[src/rtl/core_periph_arbiter.sv]
// Round-robin arbiter between the core data port (m0) and the debug/DMA port (m1) for the shared
// peripheral bus: a registered payload, one-cycle completion pulses, and a timeout error completion.
module core_periph_arbiter #(
    parameter int ADDR_W  = 64,
    parameter int DATA_W  = 64,
    parameter int TIMEOUT = 255,
    parameter int TO_W    = 8
) (
    input  logic              clk,
    input  logic              reset_n,
    input  logic              m0_valid,
    input  logic              m0_write,
    input  logic [ADDR_W-1:0] m0_addr,
    input  logic [DATA_W-1:0] m0_wdata,
    output logic              m0_ready,
    output logic [DATA_W-1:0] m0_rdata,
    output logic              m0_err,
    input  logic              m1_valid,
    input  logic              m1_write,
    input  logic [ADDR_W-1:0] m1_addr,
    input  logic [DATA_W-1:0] m1_wdata,
    output logic              m1_ready,
    output logic [DATA_W-1:0] m1_rdata,
    output logic              m1_err,
    output logic              p_req,
    output logic              p_write,
    output logic [ADDR_W-1:0] p_addr,
    output logic [DATA_W-1:0] p_wdata,
    input  logic              p_ack,
    input  logic [DATA_W-1:0] p_rdata,
    output logic              busy
);

    localparam logic [1:0] S_IDLE = 2'd0;
    localparam logic [1:0] S_BUSY = 2'd1;
    localparam logic [1:0] S_DONE = 2'd2;

    localparam logic [TO_W-1:0] TO_LAST = TO_W'(TIMEOUT - 1);

    logic [1:0]        state_q, state_d;
    logic              grant_q, grant_d;   // 0 = m0, 1 = m1
    logic              last_q, last_d;
    logic [TO_W-1:0]   cnt_q, cnt_d;
    logic              p_write_q, p_write_d;
    logic [ADDR_W-1:0] p_addr_q, p_addr_d;
    logic [DATA_W-1:0] p_wdata_q, p_wdata_d;
    logic [DATA_W-1:0] rdata_q, rdata_d;
    logic              err_q, err_d;

    always_comb begin
        state_d   = state_q;
        grant_d   = grant_q;
        last_d    = last_q;
        cnt_d     = cnt_q;
        p_write_d = p_write_q;
        p_addr_d  = p_addr_q;
        p_wdata_d = p_wdata_q;
        rdata_d   = rdata_q;
        err_d     = err_q;
        case (state_q)
            S_IDLE: begin
                if (m0_valid || m1_valid) begin
                    // On a tie the requester that was not served last wins.
                    grant_d   = (m0_valid && m1_valid) ? ~last_q : m1_valid;
                    p_write_d = grant_d ? m1_write : m0_write;
                    p_addr_d  = grant_d ? m1_addr  : m0_addr;
                    p_wdata_d = grant_d ? m1_wdata : m0_wdata;
                    cnt_d     = '0;
                    state_d   = S_BUSY;
                end
            end
            S_BUSY: begin
                if (p_ack) begin
                    rdata_d = p_write_q ? '0 : p_rdata;
                    err_d   = 1'b0;
                    state_d = S_DONE;
                end else if (cnt_q == TO_LAST) begin
                    rdata_d = '1;
                    err_d   = 1'b1;
                    state_d = S_DONE;
                end else begin
                    cnt_d = cnt_q + TO_W'(1);
                end
            end
            S_DONE: begin
                last_d  = grant_q;
                state_d = S_IDLE;
            end
            default: state_d = S_IDLE;
        endcase
    end

    always_ff @(posedge clk or negedge reset_n) begin
        if (!reset_n) begin
            state_q   <= S_IDLE;
            grant_q   <= 1'b0;
            last_q    <= 1'b1;
            cnt_q     <= '0;
            p_write_q <= 1'b0;
            p_addr_q  <= '0;
            p_wdata_q <= '0;
            rdata_q   <= '0;
            err_q     <= 1'b0;
        end else begin
            state_q   <= state_d;
            grant_q   <= grant_d;
            last_q    <= last_d;
            cnt_q     <= cnt_d;
            p_write_q <= p_write_d;
            p_addr_q  <= p_addr_d;
            p_wdata_q <= p_wdata_d;
            rdata_q   <= rdata_d;
            err_q     <= err_d;
        end
    end

    // Handshake outputs decode straight from state so an async reset clears them at once.
    assign p_req    = (state_q == S_BUSY);
    assign busy     = (state_q != S_IDLE);
    assign p_write  = p_write_q;
    assign p_addr   = p_addr_q;
    assign p_wdata  = p_wdata_q;
    assign m0_ready = (state_q == S_DONE) && !grant_q;
    assign m1_ready = (state_q == S_DONE) &&  grant_q;
    assign m0_rdata = m0_ready ? rdata_q : '0;
    assign m1_rdata = m1_ready ? rdata_q : '0;
    assign m0_err   = m0_ready && err_q;
    assign m1_err   = m1_ready && err_q;

endmodule
[config.mk]
export PLATFORM = sky130hd
export DESIGN_NAME = core_periph_arbiter
export DESIGN_NICKNAME = d
export VERILOG_FILES = /design/src/rtl/core_periph_arbiter.sv
export SDC_FILE = /design/constraint.sdc
export NUM_CORES = 1
export LEC_CHECK = 0
export CAP_MARGIN = 10
export CORE_AREA = 2 2 231 233
export DETAILED_ROUTE_END_ITERATION = 16
export DIE_AREA = 0 0 233 235
export GPL_TIMING_DRIVEN = 0
export PLACE_DENSITY = 0.49
export SYNTH_ARGS = -nofsm -noshare
export SYNTH_HDL_FRONTEND = slang
export SYNTH_SLANG_ARGS = --single-unit
[constraint.sdc]
create_clock -name clk -period 3.6 [get_ports clk]
set_input_delay 1.08 -clock clk [delete_from_list [all_inputs] [get_ports clk]]
set_output_delay 1.08 -clock clk [all_outputs]
set_load 0.03 [all_outputs]
==> metrics.md, run 1 <==
| Metric | Value |
|---|---|
| Leak | `slightly above 8 nW` |
| HP Start | `p_addr[63]$_DFFE_PN0P_` |
| Post-DP Area | `0.0170 mm2` |
| Layout cells sized above 1 | `around 8.2%` |
| Syn. warnings | `0` |
| Layout Nets | `slightly below 2000` |
| Hold path cells | `2` |
| CP max stage delay | `390 ps` |
| Global-route wire length before repair | `66800 um` |
| Std cell rows | `84` |
| Crit-path cells | `nand2b_2 > nor2_4 > buf_4 > clkbuf_2 > and2_1 > clkdlybuf4s15_1` |
| Router iterations before antenna repair | `4` |
| Routed WL | `roughly 45000 um` |
| PwrDens | `807 mW/mm2` |
| Commonest non-fill, non-tap cell in the layout | `clkdlybuf4s50_1` |
| #FFs+latches synth | `206` |
| Synth-to-layout area growth | `74.9%` |
| WS Path Type | `reg2out` |
| Design Area, Final | `0.0178 mm2` |
| Routed Antenna Nets | `0` |
| Tcrit/Tclk final | `between 90% and 100%` |
| Max Transition Viols Final | `0` |
| Outcome | `complete, no violations` |
| Maximum VDD drop | `303 uV` |
| Full die area | `0.0548 mm2` |
| Initial Util | `between 15 and 20%` |
| Final Setup Violations | `0` |
| Register area share after synthesis | `50.6%` |
| Max-slew headroom | `41.8%` |
| Hold Buf Count CTS | `0` |
| Root buffer cell | `clkbuf_16` |
| Boundary Pins | `590` |
| H-tree level count | `1` |
| Pin count of the biggest net entering global routing | `roughly 110` |
| Max_cap viols | `0` |
| Post-Synthesis Cells | `986` |
| DR vias/cell | `4.21` |
| CP max FO | `10` |
| Detailed Place HPWL | `36600 um` |
| Initial drt markers | `331` |
| Core area | `0.0522 mm2` |
| CTS tree | `yes` |
| RR Startpoint | `last_q$_DFFE_PN1N_` |
| Reg2reg path depth | `5` |
| CP Capture Type | `output port` |
| Die Span Y | `235 um` |
| Critical path launch point type | `register` |
| Pre-CTS setup slack | `-63.8 ps` |
| Final setup margin | `~130 ps` |
| Wire per inst | `19.7 um` |
| Critical path startpoint | `state_q[0]$_DFFE_PN0P_` |
| Gr usage total | `16.1%` |
| Chip Width | `roughly 230 um` |
| Most frequent cells in the layout | `clkdlybuf4s50_1 (474), dfrtp_1 (205), nand2_1 (131)` |
| Tmin final | `3470 ps` |
| Postcts setup bufs | `0` |
| Final Util | `between 30% and 40%` |
| PostCTS Resize Cnt | `approximately 120` |
| Initial antenna violation count | `3` |
| Final Hold Fails | `0` |
| Synth Net Count | `1315` |
| Crit path arrival time | `2390 ps` |
| GRT overflow | `0` |
| Hold_ws | `476 ps` |
| RePlAce Congestion | `0.832` |
| Synthesized area per cell | `just over 10 um2` |
| Worst-Margin Slew | `873 ps` |
| Residual DRC count | `0` |
| Clock buffer count from CTS | `26` |
| Maximum buffer depth of the clock tree | `3` |
| Clock slew at reported path FFs | `approximately 60 ps` |
| Post-Syn Area | `0.0102 mm2` |
| Worst-Skew Late Latency | `540 ps` |
| CP max-delay cell | `dfrtp_1` |
| WP data required | `2520 ps` |
| Worst hold path class | `reg2reg` |
| Final TNS setup | `0 ps` |
| Max Freq | `288 MHz` |
| Worst Clk Skew | `21.8 ps` |
| DR vias | `9736` |
| Vias in the first global route | `10271` |
| Clock sinks | `about 200` |
| Port bufs | `589` |
| Synth cell types | `38` |
-- through the flow --
stage | total power, mW | cells
CTS | 14.6 | 2312
global placement | 11.6 | 2263
finish | 14.4 | 2314
floorplan | 8.19 | 986
detailed placement | 11.7 | 2264
global route | 15.3 | 2313
-- per-layer routing --
layer	global-route usage, %	vias up	share of wire, %
li1	-	4600	-
met1	18.8	4703	40
met2	29.0	384	50
met3	4.59	43	8.2
met4	3.67	6	1.7
met5	0	-	0.095
-- final cells by class --
class / instances / area [um2]
fillers: 5426 / 34400
flip-flops and latches: 206 / 5160
multi-input cells: 696 / 4580
plain buffers: 79 / 483
repair buffers: 591 / 5780
clock inverters: 17 / 218
inverters: 5 / 18.8
diodes: 1 / 2.50
well taps: 688 / 861
clock buffers: 31 / 731
-- critical path, delay by kind of cell (launching register included) --
| kind | cells | cell delay [ps] |
|---|---|---|
| buffers and inverters | 3 | 810 |
| and+or+nand+nor | 3 | 640 |
| DFF | 1 | 390 |
-- report_power, final --
group	switching, mW	internal (mW)	leakage [nW]
Sequential	0.727	3.45	2.48
Clock	1.08	1.80	0.468
Combinational	4.33	3.00	5.19
-- registers in the layout, summed over array words and instances, names as in the netlist --
register	cells
cnt_q	8
err_q	1
grant_q	1
last_q	1
p_addr	64
p_wdata	64
p_write	1
rdata_q	64
state_q	2
-- synth_stat cells --
cell / instances / area share [%]
xnor2_1: 1 / 0.086
and4_1: 1 / 0.086
nand2b_1: 2 / 0.12
dfrtp_1: 205 / 50
o21a_1: 1 / 0.074
nand2_1: 131 / 4.8
nor2b_1: 65 / 4.0
mux2i_1: 129 / 13
and3_1: 5 / 0.31
a21boi_0: 1 / 0.074
and2_4: 1 / 0.086
mux2_4: 1 / 0.15
nand4_1: 2 / 0.12
a211o_1: 3 / 0.26
buf_4: 12 / 0.88
o221ai_1: 2 / 0.17
nor3b_2: 1 / 0.12
clkbuf_2: 1 / 0.049
o21ai_0: 34 / 1.7
clkbuf_1: 39 / 1.4
nor2b_4: 1 / 0.13
buf_1: 4 / 0.15
or2_1: 1 / 0.061
nor3_1: 3 / 0.15
buf_2: 9 / 0.44
a21o_1: 1 / 0.074
o21ai_1: 100 / 4.9
o21bai_4: 1 / 0.18
inv_1: 5 / 0.18
nor2_1: 3 / 0.11
o22a_1: 64 / 5.5
buf_6: 14 / 1.5
nand3_1: 8 / 0.39
ha_1: 2 / 0.25
a21oi_2: 1 / 0.086
and2_1: 130 / 8.0
a21boi_2: 1 / 0.11
dfstp_2: 1 / 0.26
-- final timing paths --
check / endpoint / slack, ps
max: m1_rdata[40] / 130
min: p_addr[63]$_DFFE_PN0P_ / 480
max reg2reg: p_addr[21]$_DFFE_PN0P_ / 1720
min reg2reg: p_addr[63]$_DFFE_PN0P_ / 480
max in group asynchronous: p_wdata[9]$_DFFE_PN0P_ / 2010
min in group asynchronous: p_addr[24]$_DFFE_PN0P_ / 560
-- cell families (layout without fill, tap and decap cells) --
kind of cell               Yosys count  after routing  synth area share, %
muxes                              130            130                 12.8
xor gates and xnor gates             1              1               0.0859
adders and majority gates            2              2                0.245
other                                0              1                    0
DFF                                206            206                 50.6
and+or+nand+nor                    354            354                 18.5
buffers and inverters               84            723                 4.69
AOI/OAI and AO/OA                  209            209                 13.1
(Power assumes the default switching activity.)
==> run 2: changes to the inputs <==
--- a/config.mk
+++ b/config.mk
@@ -6,9 +6,9 @@
 export NUM_CORES = 1
 export LEC_CHECK = 0
 export CAP_MARGIN = 10
-export CORE_AREA = 2 2 231 233
+export CORE_AREA = 2 2 232 234
 export DETAILED_ROUTE_END_ITERATION = 16
-export DIE_AREA = 0 0 233 235
+export DIE_AREA = 0 0 234 236
 export GPL_TIMING_DRIVEN = 0
 export PLACE_DENSITY = 0.49
 export SYNTH_ARGS = -nofsm -noshare
==> metrics.md, run 2 (synthesis results as in run 1) <==
| Metric | Value |
|---|---|
| WS Path Type | `reg2out` |
| Max Freq | `288 MHz` |
| Routed Antenna Nets | `0` |
| Design Area, Final | `between 0.015 and 0.02 mm2` |
| Maximum VDD drop | `approximately 350 uV` |
| Final TNS setup | `0 ps` |
| Max Transition Viols Final | `0` |
| Die Span Y | `236 um` |
| Boundary Pins | `590` |
| Most frequent cells in the layout | `clkdlybuf4s50_1 (458), dfrtp_1 (205), nand2_1 (131)` |
| Reg2reg path depth | `5` |
| Hold Buf Count CTS | `0` |
| Met2 GRT Util | `28.4%` |
| Initial antenna violation count | `1` |
| Worst hold path class | `reg2reg` |
| Pre-CTS setup slack | `-132 ps` |
| Global-route wire length before repair | `66400 um` |
| Gr usage total | `~16%` |
| Root buffer cell | `clkbuf_16` |
| Leak | `8.05 nW` |
| Final Util | `33.6%` |
| Detailed Place HPWL | `36100 um` |
| Critical path launch point type | `register` |
| Routed WL | `45000 um` |
| Clock power frac | `20.0%` |
| Postcts setup bufs | `0` |
| Total net switching power | `6.04 mW` |
| Reg power frac | `29.3%` |
| Sw Ratio | `42.3%` |
| CTS tree | `yes` |
| WP data required | `between 2000 and 3000 ps` |
| Layout cells sized above 1 | `7.21%` |
| Worst-Margin Slew | `1050 ps` |
| Router iterations before antenna repair | `4` |
| DR vias/cell | `4.14` |
| Final Setup Violations | `0` |
| Std cell rows | `85` |
| Vias in the first global route | `10351` |
| Worst-Skew Late Latency | `~540 ps` |
| Initial Util | `between 10% and 20%` |
| Int Power | `8.23 mW` |
| Most used routing layer | `met2` |
| Final setup margin | `129 ps` |
| Residual DRC count | `0` |
| Synth-to-layout area growth | `74.9%` |
| Commonest non-fill, non-tap cell in the layout | `clkdlybuf4s50_1` |
| Port bufs | `between 500 and 600` |
| Core area | `~0.053 mm2` |
| CP max FO | `10` |
| PwrDens | `800 mW/mm2` |
| RePlAce Congestion | `around 0.85` |
| Initial drt markers | `326` |
| H-tree level count | `1` |
| Clock slew at reported path FFs | `60 ps` |
| Dpl cells | `2272` |
| Outcome | `complete, no violations` |
| Post-DP Area | `0.0170 mm2` |
| Final Hold Fails | `0` |
| CP Capture Type | `output port` |
| Hold path cells | `2` |
| Max_cap viols | `0` |
| Crit path arrival time | `2390 ps` |
| Global-route track usage on met3 | `about 4.6%` |
| Non-filler cells, final | `2320` |
| Worst Clk Skew | `7.98 ps` |
| Hold_ws | `481 ps` |
| GR Util met1 | `18.4%` |
| Wire per inst | `19.4 um` |
| DR vias | `9602` |
| GRT overflow | `0` |
| Total power after layout | `around 14 mW` |
| RSZ-0062 raised after global routing | `true` |
| Comb power frac | `50.7%` |
| Tmin final | `around 3500 ps` |
| Maximum buffer depth of the clock tree | `3` |
| Pin count of the biggest net entering global routing | `108` |
| Filler cell count | `5577` |
| Chip Width | `~230 um` |
| Layout Nets | `slightly below 2000` |
| Clock buffer count from CTS | `27` |
| Clock sinks | `206` |
| Full die area | `0.0552 mm2` |
| Max-slew headroom | `30.2%` |
| Tcrit/Tclk final | `96.4%` |
## run 2: final cells by class
| class | instances | area (um2) | area share, % |
|---|---|---|---|
| inverter | 5 | 18.8 | 0.105 |
| tap | 696 | 871 | 4.88 |
| buffer | 79 | 485 | 2.72 |
| timing repair buffer | 590 | 5790 | 32.5 |
| multi-input combinational | 696 | 4570 | 25.6 |
| sequential | 206 | 5160 | 28.9 |
| clock inverter | 7 | 138 | 0.772 |
| antenna | 2 | 5.00 | 0.0281 |
| clock buffer | 39 | 791 | 4.44 |
## run 2: timing repair
| action | 4_1_cts | 5_1_grt |
|---|---|---|
| pin swaps | 0 | 0 |
| hold endpoints to repair | 0 | 0 |
| gates resized for setup | 163 | 40 |
| endpoints found under the setup margin | 132 | 39 |
## run 2: final timing paths
kind                                              from                       to  slack, ps
worst min-delay path            p_addr[32]$_DFFE_PN0P_   p_addr[32]$_DFFE_PN0P_        480
worst min register to register  p_addr[32]$_DFFE_PN0P_   p_addr[32]$_DFFE_PN0P_        480
worst max-delay path            state_q[0]$_DFFE_PN0P_             m0_rdata[45]        130
worst max register to register  state_q[1]$_DFFE_PN0P_   p_addr[28]$_DFFE_PN0P_       1560
max in group asynchronous                      reset_n   p_addr[63]$_DFFE_PN0P_       1980
min in group asynchronous                      reset_n  rdata_q[29]$_DFFE_PN0P_        560
## run 2: power groups by stage
stage / logic, mW / clock network (mW) / registers [mW]
6_report: 7.24 / 2.85 / 4.18
5_1_grt: 7.78 / 3.04 / 4.35
4_1_cts: 7.38 / 2.94 / 4.20
3_5_place_dp: 7.48 / 0 / 4.22
3_3_place_gp: 7.43 / 0 / 4.18
2_1_floorplan: 2.77 / 0 / 5.42
## run 2: worst max-delay path, cell delays in order (launching register included)
cell           delay, ps
dfrtp_1              380
nand2b_1             240
nor2_2               220
buf_4                230
clkbuf_2             240
and2_1               140
dlygate4sd2_1        400
## run 2: layer usage
layer,vias up,part of all wire (%),wire length [um]
met5,-,0,0
met4,0,1.9,836
met3,45,8.5,3810
met2,385,50,22300
met1,4563,40,18000
li1,4609,-,-
